## config.mk

```make
export PLATFORM = sky130hd
export DESIGN_NAME = reset_sequencer
export DESIGN_NICKNAME = d
export VERILOG_FILES = /design/src/rtl/reset_sequencer.sv
export SDC_FILE = /design/constraint.sdc
export NUM_CORES = 1
export LEC_CHECK = 0
export ABC_CLOCK_PERIOD_IN_PS = 2650
export BUFFER_PORTS_ARGS = -buffer_cell sky130_fd_sc_hd__buf_2
export CORE_ASPECT_RATIO = 1.2
export CORE_MARGIN = 1
export CORE_UTILIZATION = 59
export CTS_BUF_LIST = sky130_fd_sc_hd__clkbuf_2
export DETAILED_ROUTE_END_ITERATION = 10
export PLACE_DENSITY = 0.9
export RECOVER_POWER = 25
export SYNTH_ARGS = -nofsm -noshare
export SYNTH_HDL_FRONTEND = slang
export SYNTH_SLANG_ARGS = --single-unit
```

## constraint.sdc

```tcl
create_clock -name clk -period 2.65 [get_ports clk]
set_input_delay 0.53 -clock clk [delete_from_list [all_inputs] [get_ports clk]]
set_output_delay 0.53 -clock clk [all_outputs]
set_load 0.01 [all_outputs]
```

## src/rtl/reset_sequencer.sv

```systemverilog
// reset_sequencer: staged active-low reset release driven by two PLL lock flags.
// Both lock inputs are synchronised into the 27MHz domain. Once both have been
// stable long enough, SDRAM leaves reset, then the VDP core after the SDRAM
// init window, then the HDMI/audio path after a short gap.
// Optional feature macro: RESET_LOCK_WATCHDOG_EN. When defined, a lock loss in
// RUN restarts the sequence and is counted (saturating at 255). When undefined,
// RUN is terminal until rst_n and lock_loss_count reads zero.
module reset_sequencer #(
  parameter int LOCK_STABLE_CYCLES = 2700,
  parameter int SDRAM_INIT_CYCLES  = 5400,
  parameter int STAGE_GAP_CYCLES   = 16
) (
  input  logic       clk,
  input  logic       rst_n,
  input  logic       clk_135_lock,
  input  logic       clk_sdram_lock,
  output logic       sdram_rst_n,
  output logic       vdp_rst_n,
  output logic       hdmi_rst_n,
  output logic       ready,
  output logic [1:0] seq_state,
  output logic [7:0] lock_loss_count
);

  localparam int MAX_AB     = (LOCK_STABLE_CYCLES > SDRAM_INIT_CYCLES) ?
                              LOCK_STABLE_CYCLES : SDRAM_INIT_CYCLES;
  localparam int MAX_CYCLES = (MAX_AB > STAGE_GAP_CYCLES) ? MAX_AB : STAGE_GAP_CYCLES;
  localparam int CNT_W      = $clog2(MAX_CYCLES) + 1;

  // The stability counter starts at the first edge that sees locks_ok, so the
  // lock window ends when it has counted a full LOCK_STABLE_CYCLES cycles.
  localparam logic [CNT_W-1:0] LOCK_TC  = CNT_W'(LOCK_STABLE_CYCLES);
  localparam logic [CNT_W-1:0] SDRAM_TC = CNT_W'(SDRAM_INIT_CYCLES - 1);
  localparam logic [CNT_W-1:0] GAP_TC   = CNT_W'(STAGE_GAP_CYCLES - 1);

  typedef enum logic [1:0] {
    WAIT_LOCK  = 2'd0,
    SDRAM_INIT = 2'd1,
    GAP        = 2'd2,
    RUN        = 2'd3
  } state_t;

  logic [1:0]       sync_135_q;
  logic [1:0]       sync_sdram_q;
  logic             locks_ok;

  state_t           state_q, state_d;
  logic [CNT_W-1:0] cnt_q, cnt_d;
  logic             sdram_q, sdram_d;
  logic             vdp_q, vdp_d;
  logic             hdmi_q, hdmi_d;
  logic             ready_q, ready_d;
`ifdef RESET_LOCK_WATCHDOG_EN
  logic [7:0]       loss_q, loss_d;
`endif

  // Two-flop synchronisers for the asynchronous PLL lock flags.
  always_ff @(posedge clk or negedge rst_n) begin
    if (!rst_n) begin
      sync_135_q   <= 2'b00;
      sync_sdram_q <= 2'b00;
    end else begin
      sync_135_q   <= {sync_135_q[0], clk_135_lock};
      sync_sdram_q <= {sync_sdram_q[0], clk_sdram_lock};
    end
  end

  assign locks_ok = sync_135_q[1] & sync_sdram_q[1];

  // Sequencer state, stage counter and registered reset outputs.
  always_ff @(posedge clk or negedge rst_n) begin
    if (!rst_n) begin
      state_q <= WAIT_LOCK;
      cnt_q   <= '0;
      sdram_q <= 1'b0;
      vdp_q   <= 1'b0;
      hdmi_q  <= 1'b0;
      ready_q <= 1'b0;
    end else begin
      state_q <= state_d;
      cnt_q   <= cnt_d;
      sdram_q <= sdram_d;
      vdp_q   <= vdp_d;
      hdmi_q  <= hdmi_d;
      ready_q <= ready_d;
    end
  end

`ifdef RESET_LOCK_WATCHDOG_EN
  // Saturating count of lock losses seen while running.
  always_ff @(posedge clk or negedge rst_n) begin
    if (!rst_n) begin
      loss_q <= 8'd0;
    end else begin
      loss_q <= loss_d;
    end
  end
`endif

  // Next-state logic: each stage advances on its terminal count unless the
  // locks drop, which always wins and returns everything to reset.
  always_comb begin
    state_d = state_q;
    cnt_d   = cnt_q;
    sdram_d = sdram_q;
    vdp_d   = vdp_q;
    hdmi_d  = hdmi_q;
    ready_d = ready_q;
`ifdef RESET_LOCK_WATCHDOG_EN
    loss_d  = loss_q;
`endif
    case (state_q)
      WAIT_LOCK: begin
        if (!locks_ok) begin
          cnt_d = '0;
        end else if (cnt_q == LOCK_TC) begin
          state_d = SDRAM_INIT;
          cnt_d   = '0;
          sdram_d = 1'b1;
        end else begin
          cnt_d = cnt_q + CNT_W'(1);
        end
      end
      SDRAM_INIT: begin
        if (!locks_ok) begin
          state_d = WAIT_LOCK;
          cnt_d   = '0;
          sdram_d = 1'b0;
          vdp_d   = 1'b0;
          hdmi_d  = 1'b0;
          ready_d = 1'b0;
        end else if (cnt_q == SDRAM_TC) begin
          state_d = GAP;
          cnt_d   = '0;
          vdp_d   = 1'b1;
        end else begin
          cnt_d = cnt_q + CNT_W'(1);
        end
      end
      GAP: begin
        if (!locks_ok) begin
          state_d = WAIT_LOCK;
          cnt_d   = '0;
          sdram_d = 1'b0;
          vdp_d   = 1'b0;
          hdmi_d  = 1'b0;
          ready_d = 1'b0;
        end else if (cnt_q == GAP_TC) begin
          state_d = RUN;
          cnt_d   = '0;
          hdmi_d  = 1'b1;
          ready_d = 1'b1;
        end else begin
          cnt_d = cnt_q + CNT_W'(1);
        end
      end
      RUN: begin
`ifdef RESET_LOCK_WATCHDOG_EN
        if (!locks_ok) begin
          state_d = WAIT_LOCK;
          cnt_d   = '0;
          sdram_d = 1'b0;
          vdp_d   = 1'b0;
          hdmi_d  = 1'b0;
          ready_d = 1'b0;
          if (loss_q != 8'hFF) begin
            loss_d = loss_q + 8'd1;
          end
        end
`endif
      end
      default: begin
        state_d = WAIT_LOCK;
        cnt_d   = '0;
        sdram_d = 1'b0;
        vdp_d   = 1'b0;
        hdmi_d  = 1'b0;
        ready_d = 1'b0;
      end
    endcase
  end

  assign sdram_rst_n = sdram_q;
  assign vdp_rst_n   = vdp_q;
  assign hdmi_rst_n  = hdmi_q;
  assign ready       = ready_q;
  assign seq_state   = state_q;
`ifdef RESET_LOCK_WATCHDOG_EN
  assign lock_loss_count = loss_q;
`else
  assign lock_loss_count = 8'd0;
`endif

endmodule

```

# Yosys cells after proc, flatten, opt, wreduce, memory -nomap -nowiden
# Cells that the tools add are included.
[totals] ff_bits=23 in_bits=4
[classes] bitwise=1 n_addsub=1 n_reduce_logical=9 n_eq_ne=12 mux=24
[ops] op="two-way mux 14 bit" n=6
[ops] op="one-hot mux 14 bit (3 select lines)" n=1
[ops] op="adder 14 x 1 -> 14 bit, second input constant" n=1
[ops] op="== test 14 x 12 -> 1 bit, second input constant" n=1
[ops] op="== test 14 x 13 -> 1 bit, second input constant" n=1
[ops] op="== test 14 x 4 -> 1 bit, second input constant" n=1
[ops] op="two-way mux 2 bit" n=6
[ops] op="!= test 2 bit, second input constant" n=5
[ops] op="two-way mux 1 bit" n=7
[ops] op="!= test 3 bit, second input constant" n=2
[ops] op="one-hot mux 1 bit (2 select lines)" n=3
[ops] op="one-hot mux 2 bit (3 select lines)" n=1
[ops] op="AND reduction 3 bit" n=2
[ops] op="AND reduction 5 bit" n=1
[ops] op="AND reduction 4 bit" n=1
[ops] op="nonzero test 2 bit" n=2
[ops] op="nonzero test 3 bit" n=1
[ops] op="== test 2 x 1 -> 1 bit, second input constant" n=1
[ops] op="== test 2 bit, second input constant" n=1
[ops] op="logical NOT 2 bit" n=1
[ops] op="OR reduction 2 bit" n=1
[ops] op="AND 1 bit" n=1

# Longest topological paths before layout
# Gate-level depths: netlist (run 1).
[logic_depth] depth_word=4 mapped_depth=9 ltp_nobuf=7

# Least setup slack after synthesis (run 1)
# No wires, ideal clock.
[synth_timing] kind="flip-flop to flip-flop" from="register state_q[0], in the netlist seq_state[0]" to="register cnt_q[8]" path_stages_with_launch=10 synth_period_minus_slack_ns=2.113 path_buffers=2 path_slack_ns=0.537 setup_ns=0.119 arrival_ns=1.994 path_cell_list="dfrtp_1 -> inv_1 -> ha_1 -> buf_2 -> inv_1 -> o311ai_0 -> o221ai_1 -> a2111oi_4 -> buf_4 -> nor2_1"
[synth_between] elab_chain_len=2 word_cells_on_any_way=5 classes_between="2 x eq/ne; 1 x mux; 2 x reduce/logical"
[synth_lines] item="start: declaration" line="47" rtl="state_t state_q, state_d;"
[synth_lines] item="start signal: assignment" line="80" rtl="state_q <= state_d;"
[synth_lines] item="== test 2 bit, or another cell as far along" line="112" rtl="case (state_q)"
[synth_lines] item="one-hot mux 14 bit (3 select lines) / nonzero test 3 bit (equally long branches)"
[synth_lines] item="end signal: assignment" line="81" rtl="cnt_q <= cnt_d;"
[synth_lines] item="end: declaration" line="48" rtl="logic [CNT_W-1:0] cnt_q, cnt_d;"
# Several ways; a longest one is shown, not always the timed one.
# A chain may end at the register's enable or synchronous reset.

# Worst setup path after layout (run 1)
[layout_timing] from="register state_q[0], in the netlist seq_state[0]" to="register cnt_q[1]"
# Same word-level chain as after synthesis.

==> impl_metrics.toml, run 1 <==
[status]
status = "completed"

[placement]
dpl_cell_area_sq_um = 1400
io_buffers = 9
place_congestion = 0.981
hpwl_mm = 1.99

[cts]
cts_buffers = 3
cts.clk_slew.worst_paths_ns = 0.21
cts_setup_buffers = 0
cts_tree = "yes"
clockBufferDepth = 2
cts_hold_buf = 0
clock-sinks = 23
post_cts_resized = 0
cts-root-buf = "clkbuf_2"
clkLatencyLatePin_ns = 0.34
cts_max_level = 1

[sta]
slew_headroom_pct = 18.7
final_max_slew_viol_count = 0
setup_viol = 0
fmax_mhz = 418
fin_setup_tns_ns = 0
fin_crit_ns = 2.39
hold_violations = 0
period_share_pct = 90.2
fin_skew_ns = 0.0110
worst_slew_pin_slew_ns = 1.22
rsz0062_at_grt = "false"

[critical_path]
slowest_delay_ns = 0.47
cpMostUsedCell = "inv_1"
worstPathRequired_ns = 2.87
start_kind = "flip-flop"
rr_startpoint = "seq_state[0]"
arrival_ns = 2.61
reg2reg_depth = 7
slowest_stage = "dfrtp_1"
crit_path_end_kind = "flip-flop"
cp_max_fo = 9
path_cells = "inv_1 > ha_1 > inv_1 > o311ai_0 > o221ai_1 > a211oi_1 > o22ai_1"
crit_start = "seq_state[0]"
worst-setup-path-type = "reg -> reg"

[hold_path]
hold_depth = 1
hp-start = "clk_135_lock"
hold_class = "in -> reg"

[die]
num_io_pins = 18
start_util_pct = 64.8
dieArea_sq_um = 2520
die_w_um = 46.0
rows = 18
fp.dieH_um = 54.8
core_area_sq_um = 2120

[yosys]
synth_edf_count = 0
synth_top_cell_by_area = "dfrtp_1"
syn_avg_cell_area_sq_um = 9.80
synth_cells = 140
synth_cell_type_count = 44
synth.area.top_cells = "dfrtp_1, buf_4, ha_1"
ys_ff_latch = 23
synth_top_area_share_pct = 41.9
synth_flop_cell = "dfrtp_1"
yosysMostFrequentCell = "dfrtp_1"
synth_area_sq_um = 1370
async_flop_share_pct = 100
synth_common_cells = "dfrtp_1, nor2_1, buf_4"
ys_seq_area_share_pct = 41.9
yosys_warnings = 0

[cells_and_area]
syn_to_final_growth_pct = 3.37
fin_area_sq_um = 1420
finish.net_count = 159
fin_util_pct = 67.0
antenna_cells = 0
num-fill-cells = 169
drive_gt1_share_pct = 11.5

[power]
power.density_nw_per_um2 = 389
total_power_uw = 551
leakagePower_nw = 0.631
peakVddDrop_uv = 368

[global_route]
grt_pass1_wl_mm = 4.47
grt.total_usage_pct = 25.9
grt_pass1_vias = 960
antenna_found_initial = 0
overflow = 0
grt_max_degree = 24

[routing]
wl_per_cell_um = 15.8
dr.pass1.iters = 4
wl_mm = 2.81
viasPerCell = 6.10
routed-via-count = 1086
drc = 0
drtAntennaViolNets = 0
drt_iter0_drc = 22

[job]
drv_cap = 0
-- power by group --
group          switching (mW)  leakage [nW]  internal [mW]
clock                   0.108        0.0164         0.0342
combinational          0.0299         0.305         0.0122
sequential            0.00816         0.310          0.359
-- worst paths after layout --
| path | endpoint | slack [ns] |
|---|---|---|
| max in group asynchronous | seq_state[1] | 1.55 |
| setup / recovery | cnt_q[1] | 0.26 |
| setup reg to reg | cnt_q[1] | 0.26 |
| min in group asynchronous | sdram_rst_n | 0.39 |
| hold / removal | sync_135_q[0] | 0.28 |
| hold reg to reg | sync_sdram_q[1] | 0.38 |
-- state kept, by name (all words and copies together) (netlist names) --
signal / count
sdram_rst_n: 1
sync_135_q: 2
cnt_q: 14
ready: 1
sync_sdram_q: 2
seq_state: 2
vdp_rst_n: 1
-- critical path, delay by kind of cell (launching register included) --
family,cells,cell delay [ns]
buffers and inverters,2,0.21
DFF,1,0.47
adders and majority gates,1,0.42
AOI/OAI and AO/OA,4,1.18
-- through the flow --
stage / std cells / hold WS, ns / setup slack (ns)
2_1_floorplan: 147 / 0.234 / 0.537
3_3_place_gp: 174 / 0.334 / 0.503
6_report: 178 / 0.285 / 0.260
4_1_cts: 178 / 0.118 / 0.284
5_1_grt: 178 / 0.252 / 0.0738
3_5_place_dp: 174 / 0.336 / 0.311
-- metal layers --
layer / share of wire [%] / GRT usage (%) / vias to the layer above
met3: 4.9 / 4.62 / 12
li1: - / - / 497
met5: 0 / 0 / -
met4: 3.3 / 12.7 / 0
met2: 51 / 42.3 / 59
met1: 41 / 32.8 / 518
-- logic make-up (layout without fill, tap and decap cells) --
| logic type | after synthesis | count (layout) | synth area share, % |
|---|---|---|---|
| multiplexers | 3 | 3 | 2.28 |
| flip-flops | 23 | 23 | 41.9 |
| adder cells (fa/ha/maj) | 6 | 6 | 5.47 |
| XOR/XNOR | 11 | 11 | 7.02 |
| AND/OR/NAND/NOR | 51 | 51 | 20.1 |
| buffers and inverters | 22 | 23 | 8.93 |
| other | 1 | 8 | 0.273 |
| AO/OA/AOI/OAI | 23 | 23 | 13.9 |
-- area by class of cell --
cell class	instances	area (sq um)	area share [%]
inverters	9	33.8	2.38
multi-input cells	102	701	49.4
repair buffers	10	51.3	3.62
clock buffers	3	15.0	1.06
well taps	30	37.5	2.65
clock inverters	1	5.00	0.353
flip-flops and latches	23	576	40.6
-- placed cells by master (no fill, tap or decap), types with 2 or more instances in the layout --
master and n:
nand3_1 7, buf_2 8, clkbuf_2 3, a21oi_1 4, mux2i_1 2, conb_1 8
inv_1 9, xor2_1 7, nand4_1 3, and3_1 3, xnor2_1 4, nand2_1 8
o21ai_0 4, ha_1 6, dfrtp_1 23, nor2b_1 2, nor4_1 4, a211oi_1 2
o31ai_1 2, nor2_1 12, and4_1 2
(Power assumes the default switching activity.)
==> run 2, diff against run 1 <==
CORE_MARGIN = 5   (was 1)
GPL_TIMING_DRIVEN = 0   (was default)
==> run 2 against run 1 <==
  * Sequential power about the same
  * Critical path depth increased by 1
  * Fmax decreased by 1.3%
  * Combinational power grew 24%
  * Design area up 5.8%
  * Count of clock-buffer cells in the layout is 1 higher
==> impl_metrics.toml, run 2 (synthesis results as in run 1) <==
[status]
status = "completed"

[cts]
cts_buffers = 3
cts_setup_buffers = 0
post_cts_resized = 0
cts_max_level = 1
cts.clk_slew.worst_paths_ns = 0.20
cts_hold_buf = 0
cts-root-buf = "clkbuf_2"
clkLatencyLatePin_ns = 0.32
clockBufferDepth = 2
cts_tree = "yes"
clock-sinks = 23

[power]
power.density_nw_per_um2 = 374
swShare_pct = 25.4
p_clk_share_pct = 25.4
peakVddDrop_uv = 350
total_power_uw = 561
p_switching_uw = 142
leakagePower_nw = 0.693
internal-power_uw = 419
power_frac_comb_pct = 9.3
seqPwrFrac_pct = 65.3

[global_route]
grt.total_usage_pct = 20.2
grt_pass1_wl_mm = 5.17
antenna_found_initial = 0
grt_max_degree = 24
overflow = 0
grt_pass1_vias = 1113

[cells_and_area]
fin_util_pct = 66.5
layout_common_cells = "dfrtp_1, nor2_1, buf_2, buf_4, inv_1"
antenna_cells = 0
drive_gt1_share_pct = 17.5
largest_reg_flops = 14
layout_commonest_cell = "dfrtp_1"
syn_to_final_growth_pct = 9.39
fin_cells = 191
fin_area_sq_um = 1500
num-fill-cells = 176
top_register = "cnt_q"
finish.net_count = 171

[critical_path]
arrival_ns = 2.64
cp_max_fo = 9
worst-setup-path-type = "reg -> reg"
path_cells = "inv_1 > ha_1 > buf_2 > inv_1 > o311ai_0 > o221ai_1 > a211oi_1 > o22ai_1"
crit_path_end_kind = "flip-flop"
cpMostUsedCell = "inv_1"
rr_startpoint = "seq_state[0]"
reg2reg_depth = 8
r2r_slack_ns = 0.23
worstReg2RegEnd = "cnt_q[1]"
start_kind = "flip-flop"
critPathTopFamily = "compound AO/OA/AOI/OAI gates"
worst-path-buf-inv = 3
slowest_stage = "dfrtp_1"
worstPathRequired_ns = 2.87
slowest_delay_ns = 0.48

[sta]
hold_violations = 0
fmax_mhz = 413
final_max_slew_viol_count = 0
fin_skew_ns = 0.00215
fin_crit_ns = 2.42
slew_headroom_pct = 20.0
period_share_pct = 91.4
setup_viol = 0
worst_slew_pin_slew_ns = 1.20
fin_setup_tns_ns = 0
rsz0062_at_grt = "false"

[routing]
wl_mm = 2.91
dr.pass1.iters = 4
viasPerCell = 5.80
drtAntennaViolNets = 0
drt_iter0_drc = 47
drc = 0
wl_per_cell_um = 15.2
routed-via-count = 1108

[die]
start_util_pct = 60.8
die_w_um = 54.0
core_area_sq_um = 2260
dieArea_sq_um = 3390
fp.dieH_um = 62.8
num_io_pins = 18
rows = 19

[hold_path]
hp-start = "clk_sdram_lock"
hold_class = "in -> reg"
hold_depth = 1
min_to = "sync_sdram_q[0]"

[placement]
hpwl_mm = 2.18
place_congestion = 0.878
dp_cells = 187
io_buffers = 9
dpl_cell_area_sq_um = 1480

[job]
drv_cap = 0
## run 2: cell count changes in the layout (fill, tap and decap cells not counted)
cell,before,now
buf_2,8,10
clkinv_2,1,0
clkbuf_1,1,2
buf_4,1,10
clkbuf_2,3,4
## run 2: power by group through the flow
stage	clock network (mW)	logic (mW)	registers, mW
after global placement	0	0.0496	0.371
after detailed placement	0	0.0524	0.373
final	0.143	0.0522	0.366
after CTS	0.146	0.0522	0.366
after floorplan	0	0.0370	0.370
after global routing	0.170	0.0598	0.369
## run 2: worst reg2reg max path: cells and delay by family, from the launching register on
family | cells | cell delay [ns]
compound gates | 4 | 1.18
flops | 1 | 0.48
buf+inv | 3 | 0.38
fa+ha+maj | 1 | 0.27
## run 2: how the worst max path moves through the flow
| stage | from | end | slack [ns] | depth (start not counted) |
|---|---|---|---|---|
| detailed placement | seq_state[0] | cnt_q[8] | 0.35 | 9 |
| finish | seq_state[0] | cnt_q[1] | 0.23 | 8 |
| global route | seq_state[0] | cnt_q[1] | 0.008 | 8 |
| CTS | seq_state[0] | cnt_q[1] | 0.31 | 8 |
| floorplan | seq_state[0] | cnt_q[8] | 0.54 | 9 |
| global placement | seq_state[0] | cnt_q[1] | 0.38 | 8 |
## run 2: area by class of cell
class | instances | area (sq um) | share of cell area, %
Buffer | 13 | 88.8 | 5.92
Tap cell | 31 | 38.8 | 2.58
Multi-Input combinational cell | 102 | 701 | 46.7
Sequential cell | 23 | 576 | 38.3
Clock buffer | 4 | 20.0 | 1.33
Inverter | 9 | 33.8 | 2.25
Timing Repair Buffer | 9 | 43.8 | 2.92
## run 2: through the flow
stage               worst slack (ns)  hold WS [ns]
floorplan                      0.537         0.234
global placement               0.383         0.333
detailed placement             0.351         0.336
CTS                            0.306         0.139
global route                 0.00807         0.240
finish                         0.227         0.289
## run 2: routing by layer
layer | global-route usage, % | share of wire (%)
met2 | 34.4 | 53
met4 | 8.10 | 3.2
met1 | 24.5 | 40
met3 | 3.10 | 4.5
met5 | 0 | 0
